**src/rtl/return_addr_stack_if.sv**
```systemverilog
`default_nettype none
// ============================================================================
// Module   : return_addr_stack_if
// Brief    : Decode/writeback/execute-side signal bundle for return_addr_stack.
// Revision : 1.0 - initial release
// ============================================================================
interface return_addr_stack_if #(
  parameter int DEPTH = 8,
  parameter int AW    = 18,
  parameter int NCKPT = 4
);
  localparam int c_KW = (NCKPT > 1) ? $clog2(NCKPT) : 1;
  localparam int c_CW = $clog2(DEPTH) + 1;

  logic            push;
  logic [AW-1:0]   push_addr;
  logic            pop;
  logic            ovr_valid;
  logic [AW-1:0]   ovr_addr;
  logic            ckpt_save;
  logic [c_KW-1:0] ckpt_id;
  logic            restore;
  logic [c_KW-1:0] restore_id;
  logic [AW-1:0]   top_addr;
  logic            top_valid;
  logic [c_CW-1:0] count;
  logic            ovf;
  logic            unf;

  modport master (
    output push, push_addr, pop, ovr_valid, ovr_addr,
           ckpt_save, ckpt_id, restore, restore_id,
    input  top_addr, top_valid, count, ovf, unf
  );

  modport slave (
    input  push, push_addr, pop, ovr_valid, ovr_addr,
           ckpt_save, ckpt_id, restore, restore_id,
    output top_addr, top_valid, count, ovf, unf
  );
endinterface
`default_nettype wire

```
**src/rtl/return_addr_stack.sv**
```systemverilog
`default_nettype none
// ============================================================================
// Module   : return_addr_stack
// Brief    : Circular return-address stack with top override and checkpoints.
// Revision : 1.0 - initial release
// ============================================================================
module return_addr_stack #(
  parameter int DEPTH = 8,
  parameter int AW    = 18,
  parameter int NCKPT = 4
) (
  input  wire logic            clk,
  input  wire logic            reset,
  return_addr_stack_if.slave   bus
);
  localparam int c_PW    = $clog2(DEPTH);
  localparam int c_CW    = c_PW + 1;
  localparam int c_KW    = (NCKPT > 1) ? $clog2(NCKPT) : 1;
  localparam int c_NSLOT = 1 << c_KW;
  localparam logic [c_PW-1:0] c_PTR_ONE  = c_PW'(1);
  localparam logic [c_CW-1:0] c_CNT_ONE  = c_CW'(1);
  localparam logic [c_CW-1:0] c_CNT_FULL = c_CW'(DEPTH);

  logic [c_PW-1:0] r_ptr;
  logic [c_CW-1:0] r_cnt;
  logic [AW-1:0]   r_mem    [DEPTH];
  logic [c_PW-1:0] r_ck_ptr [c_NSLOT];
  logic [c_CW-1:0] r_ck_cnt [c_NSLOT];
  logic [AW-1:0]   r_ck_top [c_NSLOT];
  logic            r_ovf;
  logic            r_unf;

  logic [c_PW-1:0] w_ptr_n;
  logic [c_CW-1:0] w_cnt_n;
  logic            w_wr_en;
  logic [AW-1:0]   w_wr_data;
  logic [AW-1:0]   w_top_n;
  logic            w_ovf_n;
  logic            w_unf_n;
  logic            w_empty;

  assign w_empty = (r_cnt == '0);

  // Every write this cycle lands on the next-cycle top, so the write index is w_ptr_n.
  always_comb begin
    w_ptr_n   = r_ptr;
    w_cnt_n   = r_cnt;
    w_wr_en   = 1'b0;
    w_wr_data = bus.push_addr;
    w_ovf_n   = 1'b0;
    w_unf_n   = 1'b0;
    if (bus.restore) begin
      w_ptr_n   = r_ck_ptr[bus.restore_id];
      w_cnt_n   = r_ck_cnt[bus.restore_id];
      w_wr_en   = 1'b1;
      w_wr_data = r_ck_top[bus.restore_id];
    end else if (bus.push && (!bus.pop || w_empty)) begin
      w_ptr_n = r_ptr + c_PTR_ONE;
      w_wr_en = 1'b1;
      if (r_cnt == c_CNT_FULL) begin
        w_ovf_n = 1'b1;
      end else begin
        w_cnt_n = r_cnt + c_CNT_ONE;
      end
    end else if (bus.push) begin
      w_wr_en = 1'b1;
    end else if (bus.pop) begin
      if (w_empty) begin
        w_unf_n = 1'b1;
      end else begin
        w_ptr_n = r_ptr - c_PTR_ONE;
        w_cnt_n = r_cnt - c_CNT_ONE;
      end
    end
    if (bus.ovr_valid) begin
      w_wr_en   = 1'b1;
      w_wr_data = bus.ovr_addr;
      if (w_cnt_n == '0) begin
        w_cnt_n = c_CNT_ONE;
      end
    end
    w_top_n = w_wr_en ? w_wr_data : r_mem[w_ptr_n];
  end

  always_ff @(posedge clk) begin
    if (reset) begin
      r_ptr <= '0;
      r_cnt <= '0;
      r_ovf <= 1'b0;
      r_unf <= 1'b0;
      for (int i = 0; i < DEPTH; i++) begin
        r_mem[i] <= '0;
      end
      for (int i = 0; i < c_NSLOT; i++) begin
        r_ck_ptr[i] <= '0;
        r_ck_cnt[i] <= '0;
        r_ck_top[i] <= '0;
      end
    end else begin
      r_ptr <= w_ptr_n;
      r_cnt <= w_cnt_n;
      r_ovf <= w_ovf_n;
      r_unf <= w_unf_n;
      if (w_wr_en) begin
        r_mem[w_ptr_n] <= w_wr_data;
      end
      if (bus.ckpt_save && !bus.restore) begin
        r_ck_ptr[bus.ckpt_id] <= w_ptr_n;
        r_ck_cnt[bus.ckpt_id] <= w_cnt_n;
        r_ck_top[bus.ckpt_id] <= w_top_n;
      end
    end
  end

  assign bus.top_addr  = r_mem[r_ptr];
  assign bus.top_valid = !w_empty;
  assign bus.count     = r_cnt;
  assign bus.ovf       = r_ovf;
  assign bus.unf       = r_unf;
endmodule
`default_nettype wire

```
**src/flat_wrapper.sv**
```systemverilog
// flat-port wrapper written by rule: the top's interface ports become plain ports
module return_addr_stack_flat 
#(
  parameter int DEPTH = 8,
  parameter int AW    = 18,
  parameter int NCKPT = 4
)
  (clk, reset, bus_push, bus_push_addr, bus_pop, bus_ovr_valid, bus_ovr_addr, bus_ckpt_save, bus_ckpt_id, bus_restore, bus_restore_id, bus_top_addr, bus_top_valid, bus_count, bus_ovf, bus_unf);
  return_addr_stack_if #(.DEPTH(DEPTH), .AW(AW), .NCKPT(NCKPT)) bus_i ();
  input  wire logic clk;
  input  wire logic reset;
  input wire logic [$bits(bus_i.push)-1:0] bus_push;
  input wire logic [$bits(bus_i.push_addr)-1:0] bus_push_addr;
  input wire logic [$bits(bus_i.pop)-1:0] bus_pop;
  input wire logic [$bits(bus_i.ovr_valid)-1:0] bus_ovr_valid;
  input wire logic [$bits(bus_i.ovr_addr)-1:0] bus_ovr_addr;
  input wire logic [$bits(bus_i.ckpt_save)-1:0] bus_ckpt_save;
  input wire logic [$bits(bus_i.ckpt_id)-1:0] bus_ckpt_id;
  input wire logic [$bits(bus_i.restore)-1:0] bus_restore;
  input wire logic [$bits(bus_i.restore_id)-1:0] bus_restore_id;
  output wire logic [$bits(bus_i.top_addr)-1:0] bus_top_addr;
  output wire logic [$bits(bus_i.top_valid)-1:0] bus_top_valid;
  output wire logic [$bits(bus_i.count)-1:0] bus_count;
  output wire logic [$bits(bus_i.ovf)-1:0] bus_ovf;
  output wire logic [$bits(bus_i.unf)-1:0] bus_unf;
  assign bus_i.push = bus_push;
  assign bus_i.push_addr = bus_push_addr;
  assign bus_i.pop = bus_pop;
  assign bus_i.ovr_valid = bus_ovr_valid;
  assign bus_i.ovr_addr = bus_ovr_addr;
  assign bus_i.ckpt_save = bus_ckpt_save;
  assign bus_i.ckpt_id = bus_ckpt_id;
  assign bus_i.restore = bus_restore;
  assign bus_i.restore_id = bus_restore_id;
  assign bus_top_addr = bus_i.top_addr;
  assign bus_top_valid = bus_i.top_valid;
  assign bus_count = bus_i.count;
  assign bus_ovf = bus_i.ovf;
  assign bus_unf = bus_i.unf;
  return_addr_stack #(.DEPTH(DEPTH), .AW(AW), .NCKPT(NCKPT)) u_core (.clk(clk), .reset(reset), .bus(bus_i));
endmodule
```
**config.mk**
```make
export PLATFORM = sky130hd
export DESIGN_NAME = return_addr_stack_flat
export DESIGN_NICKNAME = d
export VERILOG_FILES = /design/src/rtl/return_addr_stack_if.sv /design/src/rtl/return_addr_stack.sv /design/src/flat_wrapper.sv
export SDC_FILE = /design/constraint.sdc
export NUM_CORES = 1
export LEC_CHECK = 0
export BUFFER_PORTS_ARGS = -buffer_cell sky130_fd_sc_hd__buf_4
export CAP_MARGIN = 20
export CORE_ASPECT_RATIO = 2
export CORE_MARGIN = 5
export CORE_UTILIZATION = 66
export CTS_CLUSTER_SIZE = 40
export DETAILED_ROUTE_END_ITERATION = 12
export PLACE_DENSITY = 0.85
export SYNTH_ARGS = -nofsm -noshare
export SYNTH_HDL_FRONTEND = slang
export SYNTH_SLANG_ARGS = --single-unit
```
**constraint.sdc**
```tcl
create_clock -name clk -period 5.45 [get_ports clk]
set_input_delay 0.545 -clock clk [delete_from_list [all_inputs] [get_ports clk]]
set_output_delay 0.545 -clock clk [all_outputs]
set_load 0.05 [all_outputs]
```
=== Word level (Yosys, flattened, before mapping) ===
Memories as Yosys holds them, arrays and structs flattened. A register that Yosys moved wholly into a read port is not among the register bits.
Index checks and enable logic that the tools add are counted.

* Register bits after elaboration: 9
* Memory bits (writable): 244
* Memories: 4

{| class="wikitable"
|+ Memory list
! name !! depth !! width !! rd ports !! clocked after Yosys merged registers in !! wr ports !! line !! RTL
|-
| u_core.r_mem || 8 || 18 || 2 || 1 || 8 || return_addr_stack.sv:26 || <nowiki>logic [AW-1:0] r_mem [DEPTH];</nowiki>
|-
| u_core.r_ck_top || 4 || 18 || 1 || 0 || 4 || return_addr_stack.sv:29 || <nowiki>logic [AW-1:0] r_ck_top [c_NSLOT];</nowiki>
|-
| u_core.r_ck_cnt || 4 || 4 || 1 || 0 || 4 || return_addr_stack.sv:28 || <nowiki>logic [c_CW-1:0] r_ck_cnt [c_NSLOT];</nowiki>
|-
| u_core.r_ck_ptr || 4 || 3 || 1 || 0 || 4 || return_addr_stack.sv:27 || <nowiki>logic [c_PW-1:0] r_ck_ptr [c_NSLOT];</nowiki>
|}

* Add/subtract/negate cells: 4
* Eq/ne operators: 1
* Multiplexer cells: 43
* Bitwise logic cells: 2
* Reductions and logical operators: 14

{| class="wikitable"
|+ Operators by type and width
! kind !! count
|-
| $mux 18 || 5
|-
| $mux 4 || 9
|-
| $reduce_or 18->1 || 2
|-
| $mux 3 || 8
|-
| $mux 1 || 18
|-
| $logic_not 4->1 || 2
|-
| $mux 2 || 3
|-
| $reduce_or 3->1 || 2
|-
| $reduce_or 5->1 || 1
|-
| $add 4x1->4 const B || 1
|-
| $eq 4x4->1 const B || 1
|-
| $reduce_or 4->1 || 1
|-
| $sub 4x1->4 const B || 1
|-
| $add 3x1->3 const B || 1
|-
| $logic_not 1->1 || 3
|-
| $sub 3x1->3 const B || 1
|-
| $logic_and 1x1->1 || 2
|-
| $not 1->1 || 2
|-
| $logic_or 1x1->1 || 1
|}

=== Logic depth before layout (Yosys ltp) ===
Gate-level depths: netlist of run 1.

* Depth after elaboration: 11
* Mapped depth: 12
* Depth with buffers taken out: 9

=== Worst setup path after synthesis of run 1 ===
Ideal clock, no wire load.

* Path type: reg2reg
* Start point: reg u_core.r_ptr[0]
* End point: mem u_core.r_mem[4][0], enable pin
* Library setup time: 0.377 ns
* Data arrival time: 3.217 ns
* Required time: 5.073 ns
* Setup slack: 1.856 ns
* Stages on the path, launching flop included: 11
* Buffers on the path: 3
* Clock period less this slack: 3.594 ns
* Cells stage by stage: dfxtp_1 buf_1 buf_1 inv_1 ha_1 o21bai_1 a32oi_4 a21boi_1 buf_4 nand2_2 nand2b_1

{| class="wikitable"
|+ RTL lines
! item !! line !! RTL
|-
| start, declared || return_addr_stack.sv:24 || <nowiki>logic [c_PW-1:0] r_ptr;</nowiki>
|-
| start signal, assigned || return_addr_stack.sv:100 || <nowiki>r_ptr <= w_ptr_n;</nowiki>
|-
| end, declared || return_addr_stack.sv:26 ||
|}

==> summary.md, run 1 <==
| Metric | Value |
|---|---|
| Status | `finished, final reports clean` |
| DRT iter0 DRCs | `1,598` |
| Main synth FF type | `edfxtp_1` |
| Max-slew violations | `0` |
| GRT Total Usage | `33.17%` |
| CP endpoint kind | `register` |
| Share of post-route cells with drive strength above 1 | `20.55%` |
| GR Layer Usage met1 | `39.84%` |
| Synth Instances | `1,121` |
| Hold Vio Cnt, Final | `0` |
| Max Clk Rate | `250.7 MHz` |
| Clock root buffer | `clkbuf_16` |
| Largest net degree at the start of global routing | `59` |
| Rel. slew slack | `26.89%` |
| Worst-Margin Slew | `1097 ps` |
| Critical Path RT | `5660 ps` |
| Final ANT Viol Nets | `0` |
| # rows | `72` |
| Syn Area/Cell | `11.56 um^2` |
| Vias in the first global route | `9,950` |
| Register bit total from synthesis | `253` |
| CORE AREA | `19,370 um^2` |
| Lkg Pwr | `0.005342 uW` |
| Antenna diode count | `0` |
| Drt wl/cell | `26.08 um` |
| Hold Crit Class | `in2reg` |
| WL final | `37.21 mm` |
| Chip width | `109.1 um` |
| Post-synthesis net count | `1,172` |
| Final Core Density | `74.33%` |
| Htree depth | `1` |
| IR drop worst, VDD | `0.3108 mV` |
| HPWL after detailed placement | `24.21 mm` |
| Crit share post-route | `73.18%` |
| Arr. time, crit path | `4200 ps` |
| Most frequent cells after synthesis | `edfxtp_1 (244), nor2_1 (209), nand2_1 (206)` |
| CTS tree | `built` |
| # setup viols final | `0` |
| Die Area | `22,700 um^2` |
| Max-cap violations | `0` |
| Worst hold path depth | `3` |
| Synth warn | `0` |
| R2R cell count | `10` |
| Worst setup path class | `reg2reg` |
| Clock-pin transition on the worst setup and hold timing paths | `70 ps` |
| Via-to-Cell Ratio | `7.067` |
| Fin Setup TNS | `0 ps` |
| GR Layer Usage met2 | `56.43%` |
| Hold-fix buffers at CTS | `0` |
| RSZ-0062 raised after global routing | `false` |
| Routability-driven placement congestion ratio | `0.9562` |
| Number of synthesized flops with an enable pin | `244` |
| # DRC | `0` |
| Remaining global-route overflow | `0` |
| Overall power | `4973 uW` |
| Seq/Total Area, Yosys | `57.94%` |
| CP max FO | `20` |
| Synth Cell Area | `12,960 um^2` |
| Synth top area cells | `edfxtp_1 (57%), mux4_2 (10%), nor2_1 (6.1%)` |
| Port Buffers | `71` |
| Final #Nets | `1,207` |
| CP Launch Type | `register` |
| Top cell type by total area after synthesis | `edfxtp_1` |
| Drt first pass iters | `8` |
| Number of gates resized after CTS | `0` |
| CTS max path bufs | `3` |
| PD cells | `345.5 nW/um^2` |
| Clock Skew | `12.07 ps` |
| Grt peak-use layer | `met2` |
| Worst r2r src | `u_core.bus.count[1]` |
| Starting density of the core | `66.89%` |
| Num CTS Buffers | `21` |
| Clk Latency, worst-skew pair | `520 ps` |
| Area Growth Syn to Fin | `11.12%` |
| Initial antenna violation count | `0` |
| R2r endpoint | `u_core.r_mem[5][13]` |
| I/O pin cnt | `72` |
| Hold Path Sink | `u_core.bus.unf` |
| Clock sinks | `253` |
| Die height | `208.1 um` |
| Netlist cell types | `55` |
| Global-route wire length before repair | `56.22 mm` |
| Min-Delay Startpoint | `bus_pop` |
| Post-synthesis async set-or-reset flop share | `0%` |
| Met3 Usage GRT | `3.815%` |
| Reg2reg setup slack | `1460 ps` |
| Post-CTS Setup Bufs | `0` |
| Min Tclk post-route | `3989 ps` |
| Share of the synthesized area in the top cell type | `56.55%` |
| DR vias | `10,080` |
| Top-count cell post-synth | `edfxtp_1` |
flip-flops by register name (all words and copies together) (netlist names):
| signal | cells |
|---|---|
| u_core.r_mem | 144 |
| u_core.r_ck_top | 72 |
| u_core.r_ck_cnt | 16 |
| u_core.r_ck_ptr | 12 |
| u_core.bus.count | 4 |
| u_core.r_ptr | 3 |
| u_core.bus.ovf | 1 |
| u_core.bus.unf | 1 |
layout by cell type (no fill, tap or decap), types with 5 or more instances in the layout:
master | netlist | layout
clkbuf_1 | 61 | 6
o22ai_1 | 33 | 33
nor2_1 | 209 | 209
a21oi_1 | 23 | 23
mux4_2 | 60 | 60
mux2i_1 | 24 | 24
nand4_1 | 9 | 9
buf_4 | 2 | 111
inv_1 | 5 | 5
nand2b_1 | 14 | 14
nand3_1 | 52 | 52
or2_2 | 7 | 7
nand2_1 | 206 | 206
clkbuf_16 | 0 | 21
nand2_2 | 6 | 6
o32ai_1 | 40 | 40
nand3_2 | 20 | 20
edfxtp_1 | 244 | 244
and3_1 | 11 | 11
dfxtp_1 | 9 | 7
metal layers:
layer	wire, um	part of all wire, %
met5	0	0
met4	2536	6.8
met3	3890	10
met2	19280	52
met1	11500	31
critical path: stages (launching register included):
cell and delay [ps]:
dfxtp_1 370, inv_1 100, ha_1 260, or3b_1 500, a2111o_1 440, a32oi_4 300
a21boi_2 220, buf_4 330, nand2_2 330, nand2b_1 500, buf_4 320
per-stage QoR:
step	setup slack [ps]	hold WS [ps]	std cells	cell area, um^2
4_1_cts	1520	374.2	1421	14350
3_5_place_dp	1598	589.9	1386	13660
6_report	1462	381.9	1427	14400
5_1_grt	1225	386.3	1427	14400
3_3_place_gp	1640	570.1	1382	13630
2_1_floorplan	1856	699.6	1121	12960
worst max path at each step:
| stage | slack (ps) | start | endpoint |
|---|---|---|---|
| after floorplan | 1860 | u_core.r_ptr[0] | u_core.r_mem[4][0] |
| after global placement | 1640 | bus_restore_id[0] | u_core.r_mem[1][10] |
| after detailed placement | 1600 | bus_restore_id[0] | u_core.r_mem[3][5] |
| after CTS | 1520 | u_core.bus.count[0] | u_core.r_mem[5][5] |
| after global routing | 1230 | u_core.bus.count[0] | u_core.r_mem[5][5] |
| final | 1460 | u_core.bus.count[1] | u_core.r_mem[5][13] |
layout make-up:
cell class	instances	area [um^2]
clock buffer	27	548.0
clock inverter	8	141.4
fill	1252	4972
inverter	6	22.52
multi-input combinational	763	5017
sequential	253	7510
tap	259	324.1
timing repair buffer	111	833.3
logic make-up after synthesis:
| group | Yosys count | share of synthesized area, % |
|---|---|---|
| simple gates | 550 | 18.78 |
| flops | 253 | 57.94 |
| compound gates | 118 | 6.683 |
| buf+inv | 105 | 3.428 |
| mux | 85 | 12.37 |
| xor+xnor | 6 | 0.4057 |
| fa+ha+maj | 4 | 0.3863 |
power breakdown:
part / internal (uW) / total (uW) / switching [uW] / leakage (uW)
clock: 900 / 1570 / 674 / 0.000332
combinational: 339 / 1070 / 733 / 0.00240
sequential: 2260 / 2330 / 69.2 / 0.00261
No activity file was read; power rests on OpenSTA's default activity.
==> inputs of run 2 (changes only) <==
- CORE_UTILIZATION: 66 -> 62
- PLACE_DENSITY: 0.85 -> 0.81
- clock period: 5.45 -> 3.8 ns (I/O delays scaled with it)
==> run 2 against run 1 <==
  * Global-route usage is 2.5 points lower
  * Maximum frequency is 13% higher
  * Critical endpoint is now u_core.r_mem[7][9]
  * Critical path type unchanged
  * Via count hardly changed
  * Count of clock-buffer cells in the layout is 3 higher
  * Combinational power is 49% higher
  * Clock power is 48% higher
  * Sequential power is 42% higher
  * Final cell count is 2.4% higher
  * Die area is 6.0% higher
  * Largest power group unchanged
  * First-iteration DRC count is 6.1% lower
  * Non-clock buffer count is 22 higher
  * Wire length is 0.19% lower
==> summary.md, run 2 (synthesis gave the netlist of run 1 again) <==
| Metric | Value |
|---|---|
| Status | `finished, final reports clean` |
| Global-route wire length before repair | `56.68 mm` |
| Drt first pass iters | `6` |
| Htree depth | `1` |
| Clock sinks | `253` |
| R2r endpoint | `u_core.r_mem[7][9]` |
| Worst r2r src | `u_core.bus.count[0]` |
| Footprint of the multi-input gates | `5017 um^2` |
| Hold Path Sink | `u_core.bus.unf` |
| Crit share post-route | `92.63%` |
| WL final | `37.14 mm` |
| CTS tree | `built` |
| Hold Crit Class | `in2reg` |
| IR drop worst, VDD | `0.4052 mV` |
| Final Core Density | `71.55%` |
| PD cells | `492.2 nW/um^2` |
| Min Tclk post-route | `3520 ps` |
| Min-Delay Startpoint | `bus_pop` |
| Worst hold path depth | `3` |
| Via-to-Cell Ratio | `6.903` |
| Worst-Margin Slew | `864.2 ps` |
| Min Hold Slack | `206.1 ps` |
| Worst setup path class | `reg2reg` |
| Most common cell after layout, fill and taps aside | `edfxtp_1` |
| R2R cell count | `10` |
| DRT iter0 DRCs | `1,501` |
| Routability-driven placement congestion ratio | `0.9404` |
| Critical Path RT | `4010 ps` |
| Area Growth Syn to Fin | `13.52%` |
| Routed wl met2 | `19.52 mm` |
| Arr. time, crit path | `3730 ps` |
| Starting density of the core | `63.03%` |
| HPWL after detailed placement | `24.35 mm` |
| Fill count | `1,417` |
| Top delay family on crit path | `simple AND/OR/NAND/NOR gates` |
| Largest regs | `u_core.r_mem (144), u_core.r_ck_top (72), u_core.r_ck_cnt (16)` |
| Most flops, register | `u_core.r_mem` |
| CP Launch Type | `register` |
| Clock root buffer | `clkbuf_16` |
| CP peak stage delay | `500 ps` |
| Clk Latency, worst-skew pair | `520 ps` |
| DR vias | `10,090` |
| Reg2reg setup slack | `280 ps` |
| Commonest non-fill, non-tap cells in the layout | `edfxtp_1 (244), nor2_1 (209), nand2_1 (206), buf_4 (126), mux4_2 (60)` |
| # setup viols final | `0` |
| Number of gates resized after CTS | `0` |
| Lkg Pwr | `0.005502 uW` |
| Worst path cell trace | `inv_1 -> ha_1 -> or3b_1 -> nand2_1 -> xor2_1 -> a21oi_1 -> nor2_1 -> nand2_1 -> nand2b_1 -> buf_4` |
| Fin Setup TNS | `0 ps` |
| CTS max path bufs | `3` |
| Die Area | `24,060 um^2` |
| Rel. slew slack | `42.39%` |
| Final #Nets | `1,230` |
| GRT Total Usage | `30.66%` |
| Die height | `214.4 um` |
| Largest net degree at the start of global routing | `78` |
| Max Clk Rate | `284.1 MHz` |
| # rows | `74` |
| I/O pin cnt | `72` |
| CP max FO | `11` |
| Initial antenna violation count | `0` |
| Critical path's slowest cell | `or3b_1` |
| Clock Skew | `10.12 ps` |
| Sequential cell area | `7510 um^2` |
| Num CTS Buffers | `22` |
| Chip width | `112.2 um` |
| Post-CTS Setup Bufs | `0` |
| Max-cap violations | `0` |
| Remaining global-route overflow | `0` |
| Met1 wire length | `11.56 mm` |
| Clock-pin transition on the worst setup and hold timing paths | `70 ps` |
| Max-slew violations | `0` |
| Final ANT Viol Nets | `0` |
| Max FFs per register | `144` |
| Hold-fix buffers at CTS | `0` |
| Hold Vio Cnt, Final | `0` |
| Vias in the first global route | `10,310` |
| RSZ-0062 raised after global routing | `false` |
| Drt wl/cell | `25.42 um` |
| # DRC | `0` |
| Crit path buf inv count | `2` |
| Detail Route met3 WL | `3.374 mm` |
| Share of post-route cells with drive strength above 1 | `22.18%` |
| Top sig layer | `met4` |
| CP endpoint kind | `register` |
| Worst path most repeated cell | `nand2_1` |
| Port Buffers | `71` |
| CORE AREA | `20,550 um^2` |
| Antenna diode count | `0` |
==> run 2: per-layer routing <==
| layer | global-route usage, % | up-vias |
|---|---|---|
| met5 | 0 | - |
| met4 | 20.78 | 0 |
| met3 | 3.756 | 234 |
| met2 | 53.48 | 796 |
| met1 | 34.58 | 4815 |
| li1 | - | 4241 |
==> run 2: tightest hold or removal path: cells and delay by family <==
kind / cells / cell delay [ps]
AND/OR/NAND/NOR: 2 / 150
buffers and inverters: 1 / 150
==> run 2: where the power goes <==
group          internal (uW)  switching [uW]
Combinational            528            1060
Clock                   1340             995
Sequential              3240            86.5
==> run 2: stage by stage <==
stage	cells	setup slack (ps)	power, uW	cell area, um^2
global route	1461	151.8	7461	14710
CTS	1461	364.3	7215	14710
finish	1461	280.0	7240	14710
global placement	1421	455.5	4881	13970
floorplan	1121	206.2	4387	12960
detailed placement	1421	381.4	4923	13970
==> run 2: worst max path at each step <==
stage | slack, ps | from | to | cells past startpoint
2_1_floorplan | 210 | u_core.r_ptr[0] | u_core.r_mem[4][0] | 10
3_3_place_gp | 460 | u_core.bus.count[0] | u_core.r_mem[7][1] | 10
3_5_place_dp | 380 | u_core.bus.count[0] | u_core.r_mem[7][5] | 10
4_1_cts | 360 | u_core.bus.count[0] | u_core.r_mem[7][5] | 10
5_1_grt | 150 | u_core.bus.count[0] | u_core.r_mem[7][5] | 10
6_report | 280 | u_core.bus.count[0] | u_core.r_mem[7][9] | 10
==> run 2: final cells by class <==
class / instances / share of cell area, %
Sequential cell: 253 / 51.06
Clock inverter: 10 / 0.8677
Timing Repair Buffer: 133 / 7.384
Inverter: 6 / 0.1531
Tap cell: 266 / 2.263
Clock buffer: 30 / 4.160
Multi-Input combinational cell: 763 / 34.11
==> inputs of run 3 (changes only) <==
==> constraint.sdc (replaced) <==
create_clock -name clk -period 3.8 [get_ports clk]
set_input_delay 0.95 -clock clk [delete_from_list [all_inputs] [get_ports clk]]
set_output_delay 0.95 -clock clk [all_outputs]
set_load 0.05 [all_outputs]
==> run 3 against run 2 <==
  * Combinational power about the same
  * Maximum frequency up 2.2%
  * Register-to-register slack better by 120 ps
  * Global-route usage down 0.13 points
  * Die area unchanged
  * Hold slack better by 390 ps
  * Clock skew up 1.7 ps
  * Sequential cell count unchanged
  * Largest cell class unchanged
  * Highest routed layer unchanged
==> summary.md, run 3 (synthesis gave the netlist of run 1 again) <==
| Metric | Value |
|---|---|
| Status | `finished, final reports clean` |
| Max Clk Rate | `290.4 MHz` |
| Rel. slew slack | `36.65%` |
| Crit share post-route | `90.62%` |
| R2r endpoint | `u_core.r_ck_top[1][4]` |
| Drt first pass iters | `6` |
| DRT iter0 DRCs | `1,351` |
| Max FFs per register | `144` |
| Number of gates resized after CTS | `0` |
| Drt wl/cell | `25.22 um` |
| Critical Path RT | `2850 ps` |
| Antenna diode count | `0` |
| GR Layer Usage met2 | `54.84%` |
| Worst-Margin Slew | `950.3 ps` |
| Commonest non-fill, non-tap cells in the layout | `edfxtp_1 (244), nor2_1 (209), nand2_1 (206), buf_4 (137), mux4_2 (60)` |
| Fill count | `1,405` |
| Arr. time, crit path | `2490 ps` |
| GRT Total Usage | `30.52%` |
| Clock sinks | `253` |
| Combinational fraction of design power | `22.3%` |
| Final ANT Viol Nets | `0` |
| Num CTS Buffers | `22` |
| CORE AREA | `20,550 um^2` |
| Remaining global-route overflow | `0` |
| Max-cap violations | `0` |
| Htree depth | `1` |
| Met3 Usage GRT | `3.530%` |
| DP Cell Count | `1,433` |
| Clk pwr share | `31.2%` |
| Min Tclk post-route | `3444 ps` |
| Internal power | `5041 uW` |
| Global-route wire length before repair | `56.32 mm` |
| CP endpoint kind | `primary output` |
| IR drop worst, VDD | `0.3774 mV` |
| # rows | `74` |
| RSZ-0062 raised after global routing | `false` |
| # DRC | `0` |
| Chip width | `112.2 um` |
| Clk Latency, worst-skew pair | `520 ps` |
| PD cells | `484.8 nW/um^2` |
| DR vias | `10,120` |
| Routability-driven placement congestion ratio | `0.9338` |
| Area Growth Syn to Fin | `14.09%` |
| Initial antenna violation count | `0` |
| Port Buffers | `71` |
| Worst setup path class | `reg2out` |
| Final Non-Filler Cells | `1,473` |
| Largest regs | `u_core.r_mem (144), u_core.r_ck_top (72), u_core.r_ck_cnt (16)` |
| GR Layer Usage met1 | `34.09%` |
| Max-slew violations | `0` |
| Crit path to | `bus_top_addr[3]` |
| Most flops, register | `u_core.r_mem` |
| Hold Vio Cnt, Final | `0` |
| Post-CTS Setup Bufs | `0` |
| Switching power | `2124 uW` |
| CTS max path bufs | `3` |
| HPWL after detailed placement | `24.56 mm` |
| Clock root buffer | `clkbuf_16` |
| I/O pin cnt | `72` |
| Final Core Density | `71.91%` |
| Share of post-route cells with drive strength above 1 | `22.78%` |
| WL final | `37.14 mm` |
| Overall power | `7166 uW` |
| Final #Nets | `1,242` |
| Worst r2r src | `u_core.bus.count[0]` |
| # setup viols final | `0` |
| Largest net degree at the start of global routing | `78` |
| R2R cell count | `10` |
| Lkg Pwr | `0.005548 uW` |
| Reg2reg setup slack | `400 ps` |
| Clock-pin transition on the worst setup and hold timing paths | `70 ps` |
| Die Area | `24,060 um^2` |
| Vias in the first global route | `10,350` |
| Switching Fraction | `29.65%` |
| Sequential share of power | `46.5%` |
| Grt peak-use layer | `met2` |
| Clock Skew | `11.78 ps` |
| Fin Setup TNS | `0 ps` |
| CTS tree | `built` |
| Min Hold Slack | `597.1 ps` |
| CP Launch Type | `register` |
| Hold Crit Class | `reg2reg` |
| CP startpoint | `u_core.r_ptr[0]` |
| Die height | `214.4 um` |
| Via-to-Cell Ratio | `6.872` |
| Hold-fix buffers at CTS | `0` |
| Most common cell after layout, fill and taps aside | `edfxtp_1` |
| CP max FO | `16` |
| Starting density of the core | `63.03%` |
-- run 3: layout make-up --
type	instances	area [um^2]	area share (%)
well taps	266	332.8	2.252
clock inverters	6	53.80	0.3640
clock buffers	34	656.9	4.444
multi-input cells	763	5017	33.94
flip-flops and latches	253	7510	50.80
repair buffers	145	1189	8.041
inverters	6	22.52	0.1524
-- run 3: worst min path at each step --
stage,start,end,cells past startpoint
after floorplan,u_core.r_ptr[1],u_core.r_ptr[1],3
after global placement,u_core.bus.count[3],u_core.bus.ovf,2
after detailed placement,u_core.bus.count[3],u_core.bus.ovf,2
after CTS,u_core.bus.count[3],u_core.bus.ovf,2
after global routing,u_core.bus.count[3],u_core.bus.ovf,2
final,u_core.bus.count[3],u_core.bus.ovf,2
-- run 3: worst max-delay path: stages (launching register included) --
cell and delay (ps):
dfxtp_2 600, buf_4 410, mux4_2 580, nand2_1 130, nand2_1 60, buf_4 180
-- run 3: through the flow --
step / cell area, um^2 / worst slack [ps]
2_1_floorplan: 12960 / 206.2
3_3_place_gp: 14070 / 468.4
3_5_place_dp: 14070 / 383.9
4_1_cts: 14780 / 340.4
5_1_grt: 14780 / 244.3
6_report: 14780 / 356.3
-- run 3: power groups by stage --
stage | clock [uW] | sequential [uW] | combinational, uW
final | 2230 | 3330 | 1600
after global routing | 2360 | 3340 | 1690
after CTS | 2240 | 3320 | 1580
after detailed placement | 0 | 3380 | 1570
after global placement | 0 | 3370 | 1540
after floorplan | 0 | 3360 | 1030
-- run 3: routing by layer --
| layer | vias up | routed length [um] |
|---|---|---|
| met4 | 0 | 2628 |
| li1 | 4268 | - |
| met5 | - | 0 |
| met3 | 222 | 3489 |
| met1 | 4897 | 11240 |
| met2 | 735 | 19780 |
